**config.mk**
```make
export PLATFORM = sky130hd
export DESIGN_NAME = capture_ctrl
export DESIGN_NICKNAME = d
export VERILOG_FILES = /design/src/rtl/capture_ctrl.sv
export SDC_FILE = /design/constraint.sdc
export NUM_CORES = 1
export LEC_CHECK = 0
export ABC_AREA = 0
export BUFFER_PORTS_ARGS = -buffer_cell sky130_fd_sc_hd__buf_2
export CORE_MARGIN = 2
export CORE_UTILIZATION = 58
export CTS_CLUSTER_DIAMETER = 150
export DETAILED_ROUTE_END_ITERATION = 8
export PLACE_DENSITY_LB_ADDON = 0.05
export SLEW_MARGIN = 5
export SYNTH_ARGS = -nofsm -noshare
export SYNTH_HDL_FRONTEND = slang
export SYNTH_SLANG_ARGS = --single-unit
```
**constraint.sdc**
```tcl
create_clock -name PCLK -period 5.2 [get_ports PCLK]
set_input_delay 0.78 -clock PCLK [delete_from_list [all_inputs] [get_ports PCLK]]
set_output_delay 0.78 -clock PCLK [all_outputs]
set_load 0.1 [all_outputs]
```
**src/rtl/capture_ctrl.sv**
```systemverilog
// rtl/capture_ctrl.sv - framebuffer write-port sequencer for camera capture and clear
//
// Owns the QQVGA framebuffer write port. When idle, a clear request fills every
// pixel with a constant colour. A start request arms a capture that waits for a
// VSYNC falling edge, which marks the start of a frame. During the frame, camera
// writes pass through to the framebuffer. At the VSYNC rising edge, which marks
// the end of the frame, the controller either stops or re-arms for the next frame.
//
// Optional feature macro: CAPTURE_CTRL_FRAMECHK_EN
//   Defined: counts accepted camera writes per frame and sets a sticky frame_err
//            if a frame ends with a count other than NPIX.
//   Undefined: frame_err is tied low.
//
// Ports:
//   PCLK, rst                    clock (rising edge), asynchronous active-high reset
//   VSYNC                        camera vertical sync, high between frames
//   start, stop, mode_cont       capture control pulses; mode_cont is sampled with start
//   clr_req, clr_color           clear request pulse and fill colour
//   cam_px_wr/addr/data          camera writer strobe, address and data
//   fb_wr/addr/data              registered framebuffer write port
//   busy                         high whenever not idle
//   frame_done                   one-cycle pulse at each captured frame end
//   frame_cnt                    captured frame count, wraps at 256
//   frame_err                    sticky per-frame pixel-count mismatch
module capture_ctrl #(
    parameter int AW   = 15,
    parameter int DW   = 3,
    parameter int NPIX = 19200
) (
    input  logic          PCLK,
    input  logic          rst,
    input  logic          VSYNC,
    input  logic          start,
    input  logic          stop,
    input  logic          mode_cont,
    input  logic          clr_req,
    input  logic [DW-1:0] clr_color,
    input  logic          cam_px_wr,
    input  logic [AW-1:0] cam_px_addr,
    input  logic [DW-1:0] cam_px_data,
    output logic          fb_wr,
    output logic [AW-1:0] fb_addr,
    output logic [DW-1:0] fb_data,
    output logic          busy,
    output logic          frame_done,
    output logic [7:0]    frame_cnt,
    output logic          frame_err
);

    typedef enum logic [1:0] {
        S_IDLE,
        S_CLEAR,
        S_WAIT_VS,
        S_CAPTURE
    } state_t;

    localparam logic [AW:0] NPIX_W = (AW+1)'(NPIX);

    state_t        state_q, state_d;
    logic          vs_q;
    logic          vs_fall, vs_rise;
    logic          mode_q, mode_d;
    logic          stop_q, stop_d;
    logic [DW-1:0] color_q, color_d;
    logic [AW:0]   clr_cnt_q, clr_cnt_d;
    logic          fb_wr_q, fb_wr_d;
    logic [AW-1:0] fb_addr_q, fb_addr_d;
    logic [DW-1:0] fb_data_q, fb_data_d;
    logic          busy_q, busy_d;
    logic          frame_done_q, frame_done_d;
    logic [7:0]    frame_cnt_q, frame_cnt_d;
    logic          cam_ok;

    assign vs_fall = vs_q & ~VSYNC;
    assign vs_rise = ~vs_q & VSYNC;

    // A camera write is accepted only if its address is inside the frame.
    assign cam_ok = cam_px_wr && ({1'b0, cam_px_addr} < NPIX_W);

    always_ff @(posedge PCLK or posedge rst) begin
        if (rst) begin
            state_q      <= S_IDLE;
            vs_q         <= 1'b0;
            mode_q       <= 1'b0;
            stop_q       <= 1'b0;
            color_q      <= '0;
            clr_cnt_q    <= '0;
            fb_wr_q      <= 1'b0;
            fb_addr_q    <= '0;
            fb_data_q    <= '0;
            busy_q       <= 1'b0;
            frame_done_q <= 1'b0;
            frame_cnt_q  <= '0;
        end else begin
            state_q      <= state_d;
            vs_q         <= VSYNC;
            mode_q       <= mode_d;
            stop_q       <= stop_d;
            color_q      <= color_d;
            clr_cnt_q    <= clr_cnt_d;
            fb_wr_q      <= fb_wr_d;
            fb_addr_q    <= fb_addr_d;
            fb_data_q    <= fb_data_d;
            busy_q       <= busy_d;
            frame_done_q <= frame_done_d;
            frame_cnt_q  <= frame_cnt_d;
        end
    end

    always_comb begin
        state_d      = state_q;
        mode_d       = mode_q;
        stop_d       = stop_q;
        color_d      = color_q;
        clr_cnt_d    = clr_cnt_q;
        fb_wr_d      = 1'b0;
        fb_addr_d    = fb_addr_q;
        fb_data_d    = fb_data_q;
        frame_done_d = 1'b0;
        frame_cnt_d  = frame_cnt_q;

        case (state_q)
            S_IDLE: begin
                // A clear request takes priority, and a simultaneous start is dropped.
                if (clr_req) begin
                    state_d   = S_CLEAR;
                    color_d   = clr_color;
                    clr_cnt_d = '0;
                end else if (start) begin
                    state_d = S_WAIT_VS;
                    mode_d  = mode_cont;
                    stop_d  = 1'b0;
                end
            end
            S_CLEAR: begin
                // The counter runs one past the last pixel so that busy drops
                // on the cycle after the final write.
                if (clr_cnt_q == NPIX_W) begin
                    state_d = S_IDLE;
                end else begin
                    fb_wr_d   = 1'b1;
                    fb_addr_d = clr_cnt_q[AW-1:0];
                    fb_data_d = color_q;
                    clr_cnt_d = clr_cnt_q + 1'b1;
                end
            end
            S_WAIT_VS: begin
                if (stop) begin
                    state_d = S_IDLE;
                end else if (vs_fall) begin
                    state_d = S_CAPTURE;
                end
            end
            S_CAPTURE: begin
                if (cam_ok) begin
                    fb_wr_d   = 1'b1;
                    fb_addr_d = cam_px_addr;
                    fb_data_d = cam_px_data;
                end
                if (stop) begin
                    stop_d = 1'b1;
                end
                if (vs_rise) begin
                    frame_done_d = 1'b1;
                    frame_cnt_d  = frame_cnt_q + 8'd1;
                    state_d      = (mode_q && !stop_d) ? S_WAIT_VS : S_IDLE;
                end
            end
            default: state_d = S_IDLE;
        endcase

        busy_d = (state_d != S_IDLE);
    end

`ifdef CAPTURE_CTRL_FRAMECHK_EN
    logic [AW:0] pix_cnt_q, pix_cnt_d;
    logic [AW:0] pix_total;
    logic        err_q, err_d;

    always_ff @(posedge PCLK or posedge rst) begin
        if (rst) begin
            pix_cnt_q <= '0;
            err_q     <= 1'b0;
        end else begin
            pix_cnt_q <= pix_cnt_d;
            err_q     <= err_d;
        end
    end

    // The total includes a write that coincides with the frame-end edge.
    assign pix_total = pix_cnt_q + {{AW{1'b0}}, cam_ok};

    always_comb begin
        pix_cnt_d = pix_cnt_q;
        err_d     = err_q;
        case (state_q)
            S_IDLE: begin
                if (!clr_req && start) begin
                    err_d = 1'b0;
                end
            end
            S_WAIT_VS: pix_cnt_d = '0;
            S_CAPTURE: begin
                pix_cnt_d = pix_total;
                if (vs_rise && (pix_total != NPIX_W)) begin
                    err_d = 1'b1;
                end
            end
            default: ;
        endcase
    end

    assign frame_err = err_q;
`else
    assign frame_err = 1'b0;
`endif

    assign fb_wr      = fb_wr_q;
    assign fb_addr    = fb_addr_q;
    assign fb_data    = fb_data_q;
    assign busy       = busy_q;
    assign frame_done = frame_done_q;
    assign frame_cnt  = frame_cnt_q;

endmodule

```
# [Word-level counts from Yosys, hierarchy flattened]
# Index checks and enable logic that the tools add are counted.
[classes] n_addsub=2 n_lt_le_gt_ge=1 n_eq_ne=9 mux=27 n_bitwise=5 reduce_logical=14
[op_table] operator="2-to-1 mux 16 bit" n=2
[op_table] operator="one-hot mux 16 bit (2 select lines)" n=1
[op_table] operator="2-to-1 mux 15 bit" n=2
[op_table] operator="one-hot mux 15 bit (2 select lines)" n=1
[op_table] operator="adder 16 x 1 -> 16 bit, second input constant" n=1
[op_table] operator="equality test 16 x 15 -> 1 bit, second input constant" n=1
[op_table] operator="less-than comparator 15 bit, second input constant" n=1
[op_table] operator="2-to-1 mux 2 bit" n=7
[op_table] operator="AND reduction 3 bit" n=4
[op_table] operator="inequality test 2 bit, second input constant" n=5
[op_table] operator="adder 8 x 1 -> 8 bit, second input constant" n=1
[op_table] operator="2-to-1 mux 1 bit" n=8
[op_table] operator="one-hot mux 2 bit (4 select lines)" n=1
[op_table] operator="nonzero test 2 bit" n=4
[op_table] operator="2-to-1 mux 3 bit" n=2
[op_table] operator="one-hot mux 3 bit (2 select lines)" n=1
[op_table] operator="equality test 2 bit, second input constant" n=2
[op_table] operator="one-hot mux 1 bit (2 select lines)" n=2
[op_table] operator="AND reduction 2 bit" n=2
[op_table] operator="NOT 1 bit" n=3
[op_table] operator="AND 1 bit" n=2
[op_table] operator="equality test 2 x 1 -> 1 bit, second input constant" n=1
[op_table] operator="logical AND 1 bit" n=2
[op_table] operator="zero test 2 bit" n=1
[op_table] operator="zero test 1 bit" n=1
[totals] register_bits=53 input_bits=29 word_cells=70

# [Longest topological paths before layout]
# Gate-level depths: netlist of run 1.
[logic_depth] word_depth=8 ltp_mapped=7

# [Worst setup path before layout of run 1]
# No wires, ideal clock.
[synth_path] path_type="reg2reg" from="reg clr_cnt_q[0]" to="reg fb_addr_q[0] (netlist: fb_addr[0])" setup_ns=0.125 arrival_ns=2.392 t_required_ns=5.075 path_slack_ns=2.683 path_stages_with_launch=8 path_buffers=1 period_less_slack_ns=2.517 path_cell_list="dfrtp_1 inv_1 ha_1 or3b_2 o41a_4 a41oi_4 buf_12 mux2_4"
[synth_between] elab_chain_len=3 elab_cells_between_ends=5 classes_between="2 x eq/ne; 2 x mux; 1 x reduce/logical"
[synth_rtl] item="start: declaration" line="65" rtl="logic [AW:0] clr_cnt_q, clr_cnt_d;"
[synth_rtl] item="start signal: assignment" line="100" rtl="clr_cnt_q <= clr_cnt_d;"
[synth_rtl] item="equality test 16 x 15 -> 1 bit" line="138" rtl="if (clr_cnt_q == NPIX_W) begin"
[synth_rtl] item="inequality test 2 bit (no line)"
[synth_rtl] item="AND reduction 3 bit (no line)"
[synth_rtl] item="end signal: assignment" line="102" rtl="fb_addr_q <= fb_addr_d;"
[synth_rtl] item="end: declaration" line="67" rtl="logic [AW-1:0] fb_addr_q, fb_addr_d;"
# Parallel ways exist; a longest one is shown, timed or not. The select of a mux whose other input is x is not followed.
# A chain may end at the register's enable or synchronous reset.

# [Final worst setup path of run 1]
[layout_path] from="reg clr_cnt_q[1]" to="reg fb_data_q[2] (netlist: fb_data[2])"
[layout_between] elab_chain_len=3
[layout_rtl] item="equality test 16 x 15 -> 1 bit" line="138"
[layout_rtl] item="inequality test 2 bit (no line)"
[layout_rtl] item="AND reduction 3 bit (no line)"
[layout_rtl] item="end signal: assignment" line="103" rtl="fb_data_q <= fb_data_d;"
[layout_rtl] item="end: declaration" line="68" rtl="logic [DW-1:0] fb_data_q, fb_data_d;"
# Every way passes these cells.

==> impl_metrics.env, run 1 <==
export IMPL_status="finished clean"
export IMPL_grtUsageTotal_pct=21.42
export IMPL_cts_hold_buf=0
export IMPL_avgRoutedWirePerCell_um=14.55
export IMPL_yosys_top_cells_area="dfrtp_1 50%, mux2_2 10%, mux2_4 4.5%, xnor2_1 3.3%, nand2_1 3.1%"
export IMPL_hpwl_mm=3.526
export IMPL_die_w_um=71.66
export IMPL_synth_cell_types=43
export IMPL_met1_length_mm=2.340
export IMPL_cts_made_buffers=5
export IMPL_clkTransAtPathRegs_ns=0.09
export IMPL_crit_arrival_ns=3.07
export IMPL_seq_area_frac_synth_pct=49.95
export IMPL_maxSlewHeadroom_pct=29.45
export IMPL_drt_iter0_markers=110
export IMPL_vdd_drop_max_v=0.0003743
export IMPL_regToRegStartpoint="clr_cnt_q[1]"
export IMPL_mostFrequentLayoutCells="57 x buf_2, 53 x dfrtp_1, 24 x mux2_2, 22 x nand2_1, 12 x o21ai_0"
export IMPL_end_kind="register"
export IMPL_ant_nets=0
export IMPL_hold_slack_ns=0.4669
export IMPL_syn_inst=234
export IMPL_syn_avg_cell_area_sq_um=11.35
export IMPL_drc=0
export IMPL_gr_total_overflow=0
export IMPL_cts_setup_buffers=0
export IMPL_hold_start="frame_cnt[7]"
export IMPL_mostFrequentLayoutCell="buf_2"
export IMPL_power_density_nw_per_um2=658.2
export IMPL_r2r_slack_ns=2.33
export IMPL_fin_crit_ns=2.874
export IMPL_grt_pass1_vias=1888
export IMPL_synth_area_sq_um=2655
export IMPL_die_y_um=71.66
export IMPL_worstPathMaxFanout=19
export IMPL_clockRootBuffer="clkbuf_8"
export IMPL_start_util_pct=60.56
export IMPL_vias=1929
export IMPL_max_slew_worst_pin_slew_ns=1.057
export IMPL_synth_edff_count=0
export IMPL_min_delay_path_depth=1
export IMPL_grt_pass1_wl_mm=8.590
export IMPL_areaGrowthSynthToFinish_pct=15.88
export IMPL_ys_async_sr_fraction_pct=100.0
export IMPL_top_layer="met4"
export IMPL_hold_end="frame_cnt[7]"
export IMPL_max_freq_ghz=0.3480
export IMPL_critical_path_class="register to register"
export IMPL_drv_slew=0
export IMPL_cts_tree="done"
export IMPL_setup_tns_final_ns=0
export IMPL_maxCapViolations=0
export IMPL_min_period_over_period_pct=55.27
export IMPL_wl_met3_um=286
export IMPL_layout_drive_gt1_share_pct=37.72
export IMPL_post_cts_resized=0
export IMPL_leakage_nw=1.518
export IMPL_core_sq_um=4384
export IMPL_wirelength_mm=4.962
export IMPL_rsz0062_at_grt="no"
export IMPL_reg2reg_depth=6
export IMPL_dr_wl_met2_mm=2.277
export IMPL_cp_start_kind="register"
export IMPL_cts_buffer_depth=2
export IMPL_rr_endpoint="fb_data[2]"
export IMPL_ys_flop_type="dfrtp_1"
export IMPL_antenna_found_initial=0
export IMPL_ys_seq_elements=53
export IMPL_yosysTopAreaCell="dfrtp_1"
export IMPL_htree_levels=2
export IMPL_antenna_cells=0
export IMPL_setup_viol=0
export IMPL_vias_per_cell=5.657
export IMPL_nets=320
export IMPL_clk_latency_ns=0.30
export IMPL_crit_required_ns=5.39
export IMPL_ios=59
export IMPL_grt_max_degree=54
export IMPL_num_rows=24
export IMPL_place_congestion=0.8153
export IMPL_dieArea_sq_um=5135
export IMPL_numPortBuffers=57
export IMPL_first_pass_iters=5
export IMPL_mappedNetlistNets=266
export IMPL_clock_skew_ns=0.005017
export IMPL_synth_top_area_share_pct=49.95
export IMPL_yosysWarnings=0
export IMPL_min_path_type="register to register"
export IMPL_hold_viol_final=0
export IMPL_clock_sinks=53
## synthesized netlist by cell type, types with 3 or more instances
cell	instances
ha_1	3
o41ai_1	3
clkbuf_1	10
nand2b_1	4
o31ai_1	3
o211ai_1	4
nor4_1	3
nor3_1	3
nand3_1	9
xnor2_1	10
mux2i_1	3
nand2_1	22
mux2_4	8
a21oi_1	5
mux2_2	24
or3_1	3
o21ai_0	12
nor2_1	8
inv_1	10
nand4_1	6
dfrtp_1	53
## metrics by stage
stage,total power [mW],setup slack (ns),area (sq um),util (%),instances
6_report,2.025,2.326,3077,70.18,341
5_1_grt,2.129,2.222,3077,70.18,341
4_1_cts,2.040,2.310,3077,70.18,341
3_5_place_dp,1.755,2.322,2960,67.52,333
3_3_place_gp,1.737,2.369,2960,67.52,333
2_1_floorplan,1.586,2.683,2655,-,234
## routing by layer
| layer | vias to the layer above | GRT usage [%] |
|---|---|---|
| met5 | - | 0 |
| met4 | 0 | 6.918 |
| met3 | 4 | 5.345 |
| met2 | 63 | 33.85 |
| met1 | 921 | 29.21 |
| li1 | 941 | - |
## report_power, final
| part | leakage, nW | internal (mW) | switching, mW |
|---|---|---|---|
| logic | 0.763 | 0.306 | 0.807 |
| clock network | 0.0585 | 0.157 | 0.128 |
| registers | 0.697 | 0.529 | 0.0977 |
| total | 1.52 | 0.992 | 1.03 |
## flip-flops by register name (all words and copies together), names as in the netlist
signal and cells:
frame_cnt 8, state_q 2, fb_data 3, stop_q 1, vs_q 1, fb_addr 15
fb_wr 1, clr_cnt_q 16, color_q 3, busy 1, frame_done 1, mode_q 1
## critical path, cell delays in order (launching register included)
cell and delay, ns:
dfrtp_1 0.43, inv_1 0.09, ha_1 0.14, or3b_2 0.46, o41a_4 0.52, a41oi_4 0.70, mux2_2 0.42
## worst max-delay path by stage
stage | cells past startpoint | end | start | slack (ns)
after floorplan | 7 | fb_addr[0] | clr_cnt_q[0] | 2.68
after global placement | 6 | fb_data[2] | clr_cnt_q[1] | 2.37
after detailed placement | 6 | fb_data[2] | clr_cnt_q[1] | 2.32
after CTS | 6 | fb_data[2] | clr_cnt_q[1] | 2.31
after global routing | 6 | fb_addr[14] | clr_cnt_q[1] | 2.22
final | 6 | fb_data[2] | clr_cnt_q[1] | 2.33
## final cells by class
class / instances / area [sq um]
Sequential cell: 53 / 1326
Fill cell: 346 / 1308
Multi-Input combinational cell: 159 / 1231
Timing Repair Buffer: 59 / 300.3
Clock buffer: 7 / 86.33
Tap cell: 52 / 65.06
Inverter: 10 / 37.54
Clock inverter: 1 / 30.03
## cells by family after synthesis
logic type	Yosys count	share of synthesized area [%]
compound gates	34	9.614
xor+xnor	12	3.958
fa+ha+maj	3	1.414
buf+inv	22	3.865
flops	53	49.95
mux	35	15.83
other cells	1	0.1412
simple gates	74	15.22
Note: power is estimated with default switching activity, not from simulation.
==> run 2, diff against run 1 <==
Settings changed: CORE_UTILIZATION 58 to 54.
Clock period 5.2 ns to 2.71 ns, I/O delays scaled along.
==> impl_metrics.env, run 2 (same netlist as run 1, synthesis figures left out) <==
export IMPL_status="finished clean"
export IMPL_min_path_type="input pin to async pin"
export IMPL_fin_crit_ns=2.525
export IMPL_avgRoutedWirePerCell_um=14.75
export IMPL_grt_max_degree=28
export IMPL_hpwl_mm=3.849
export IMPL_clk_latency_ns=0.31
export IMPL_nets=325
export IMPL_areaGrowthSynthToFinish_pct=17.39
export IMPL_clock_skew_ns=0.005974
export IMPL_place_congestion=0.8155
export IMPL_min_period_over_period_pct=93.19
export IMPL_die_w_um=74.12
export IMPL_power_density_nw_per_um2=1235
export IMPL_numPortBuffers=57
export IMPL_max_slew_worst_pin_slew_ns=0.6015
export IMPL_cp_start_kind="register"
export IMPL_setup_tns_final_ns=0
export IMPL_setup_viol=0
export IMPL_worstPathMaxFanout=19
export IMPL_drc=0
export IMPL_drt_iter0_markers=97
export IMPL_antenna_cells=0
export IMPL_layout_drive_gt1_share_pct=37.76
export IMPL_mostFrequentLayoutCell="buf_2"
export IMPL_grt_pass1_wl_mm=9.163
export IMPL_end_kind="register"
export IMPL_drv_slew=0
export IMPL_leakage_nw=1.532
export IMPL_critical_path_class="register to register"
export IMPL_crit_required_ns=2.90
export IMPL_placed_area_sq_um=3037
export IMPL_fin_area_sq_um=3117
export IMPL_clockRootBuffer="clkbuf_8"
export IMPL_num_rows=25
export IMPL_crit_arrival_ns=2.72
export IMPL_core_sq_um=4723
export IMPL_maxCapViolations=0
export IMPL_largest_reg_flops=16
export IMPL_hold_slack_ns=0.1597
export IMPL_vias=1937
export IMPL_dieArea_sq_um=5494
export IMPL_htree_levels=2
export IMPL_maxSlewHeadroom_pct=59.84
export IMPL_cts_made_buffers=5
export IMPL_clock_sinks=53
export IMPL_grt_pass1_vias=1872
export IMPL_max_freq_ghz=0.3960
export IMPL_mostFrequentLayoutCells="57 x buf_2, 53 x dfrtp_1, 24 x mux2_2, 22 x nand2_1, 12 x o21ai_0"
export IMPL_cts_hold_buf=0
export IMPL_clkTransAtPathRegs_ns=0.09
export IMPL_start_util_pct=56.21
export IMPL_vias_per_cell=5.366
export IMPL_largest_register="clr_cnt_q"
export IMPL_die_y_um=74.12
export IMPL_vdd_drop_max_v=0.0008384
export IMPL_cts_tree="done"
export IMPL_cts_setup_buffers=0
export IMPL_gr_total_overflow=0
export IMPL_wirelength_mm=5.325
export IMPL_ant_nets=0
export IMPL_antenna_found_initial=0
export IMPL_grtUsageTotal_pct=21.95
export IMPL_post_cts_resized=0
export IMPL_fillers=409
export IMPL_first_pass_iters=4
export IMPL_ios=59
export IMPL_cts_buffer_depth=2
export IMPL_rsz0062_at_grt="no"
export IMPL_hold_viol_final=0
==> run 2: where the power goes <==
part	total (mW)	internal, mW	switching, mW
combinational	2.23	0.642	1.59
sequential	1.19	1.01	0.175
clock	0.431	0.184	0.247
==> run 2: routing by layer <==
metal	share of wire (%)	vias to the layer above	track usage (%)
met5	0	-	0
met4	1.4	0	7.879
met3	5.7	8	3.388
met2	44	56	32.04
met1	49	923	33.19
li1	-	950	-
==> run 2: area by class of cell <==
type,count,area (sq um),share of cell area (%)
Sequential cell,53,1326,42.55
Timing Repair Buffer,64,362.8,11.64
Clock buffer,8,80.08,2.569
Inverter,10,37.54,1.204
Multi-Input combinational cell,159,1226,39.34
Tap cell,67,83.83,2.690
==> run 2: path summary, 6_finish.rpt <==
path	from	endpoint	slack [ns]	cells after the start
setup / recovery	clr_cnt_q[0]	fb_data[2]	0.18	7
hold / removal	rst	frame_cnt[5]	0.16	2
setup reg to reg	clr_cnt_q[0]	fb_data[2]	0.18	7
hold reg to reg	frame_cnt[7]	frame_cnt[7]	0.47	1
max in group asynchronous	rst	fb_data[2]	2.00	3
min in group PCLK	VSYNC	vs_q	0.24	1
==> run 2: critical path, stage by stage, from the launching register on <==
cell and delay, ns:
dfrtp_1 0.43, inv_1 0.09, ha_1 0.14, or3b_2 0.46, o41a_4 0.52, a41oi_4 0.22, buf_12 0.20, mux2_2 0.34
==> run 2: stage by stage <==
step                worst slack [ns]  std cells  power [mW]  utilization [%]
floorplan                     0.1928        234       3.044                -
global placement              0.2483        353       3.408            64.29
detailed placement            0.1952        353       3.443            64.29
CTS                           0.1814        361       3.876            65.99
global route                 0.08664        361       4.072            65.99
finish                        0.1846        361       3.848            65.99
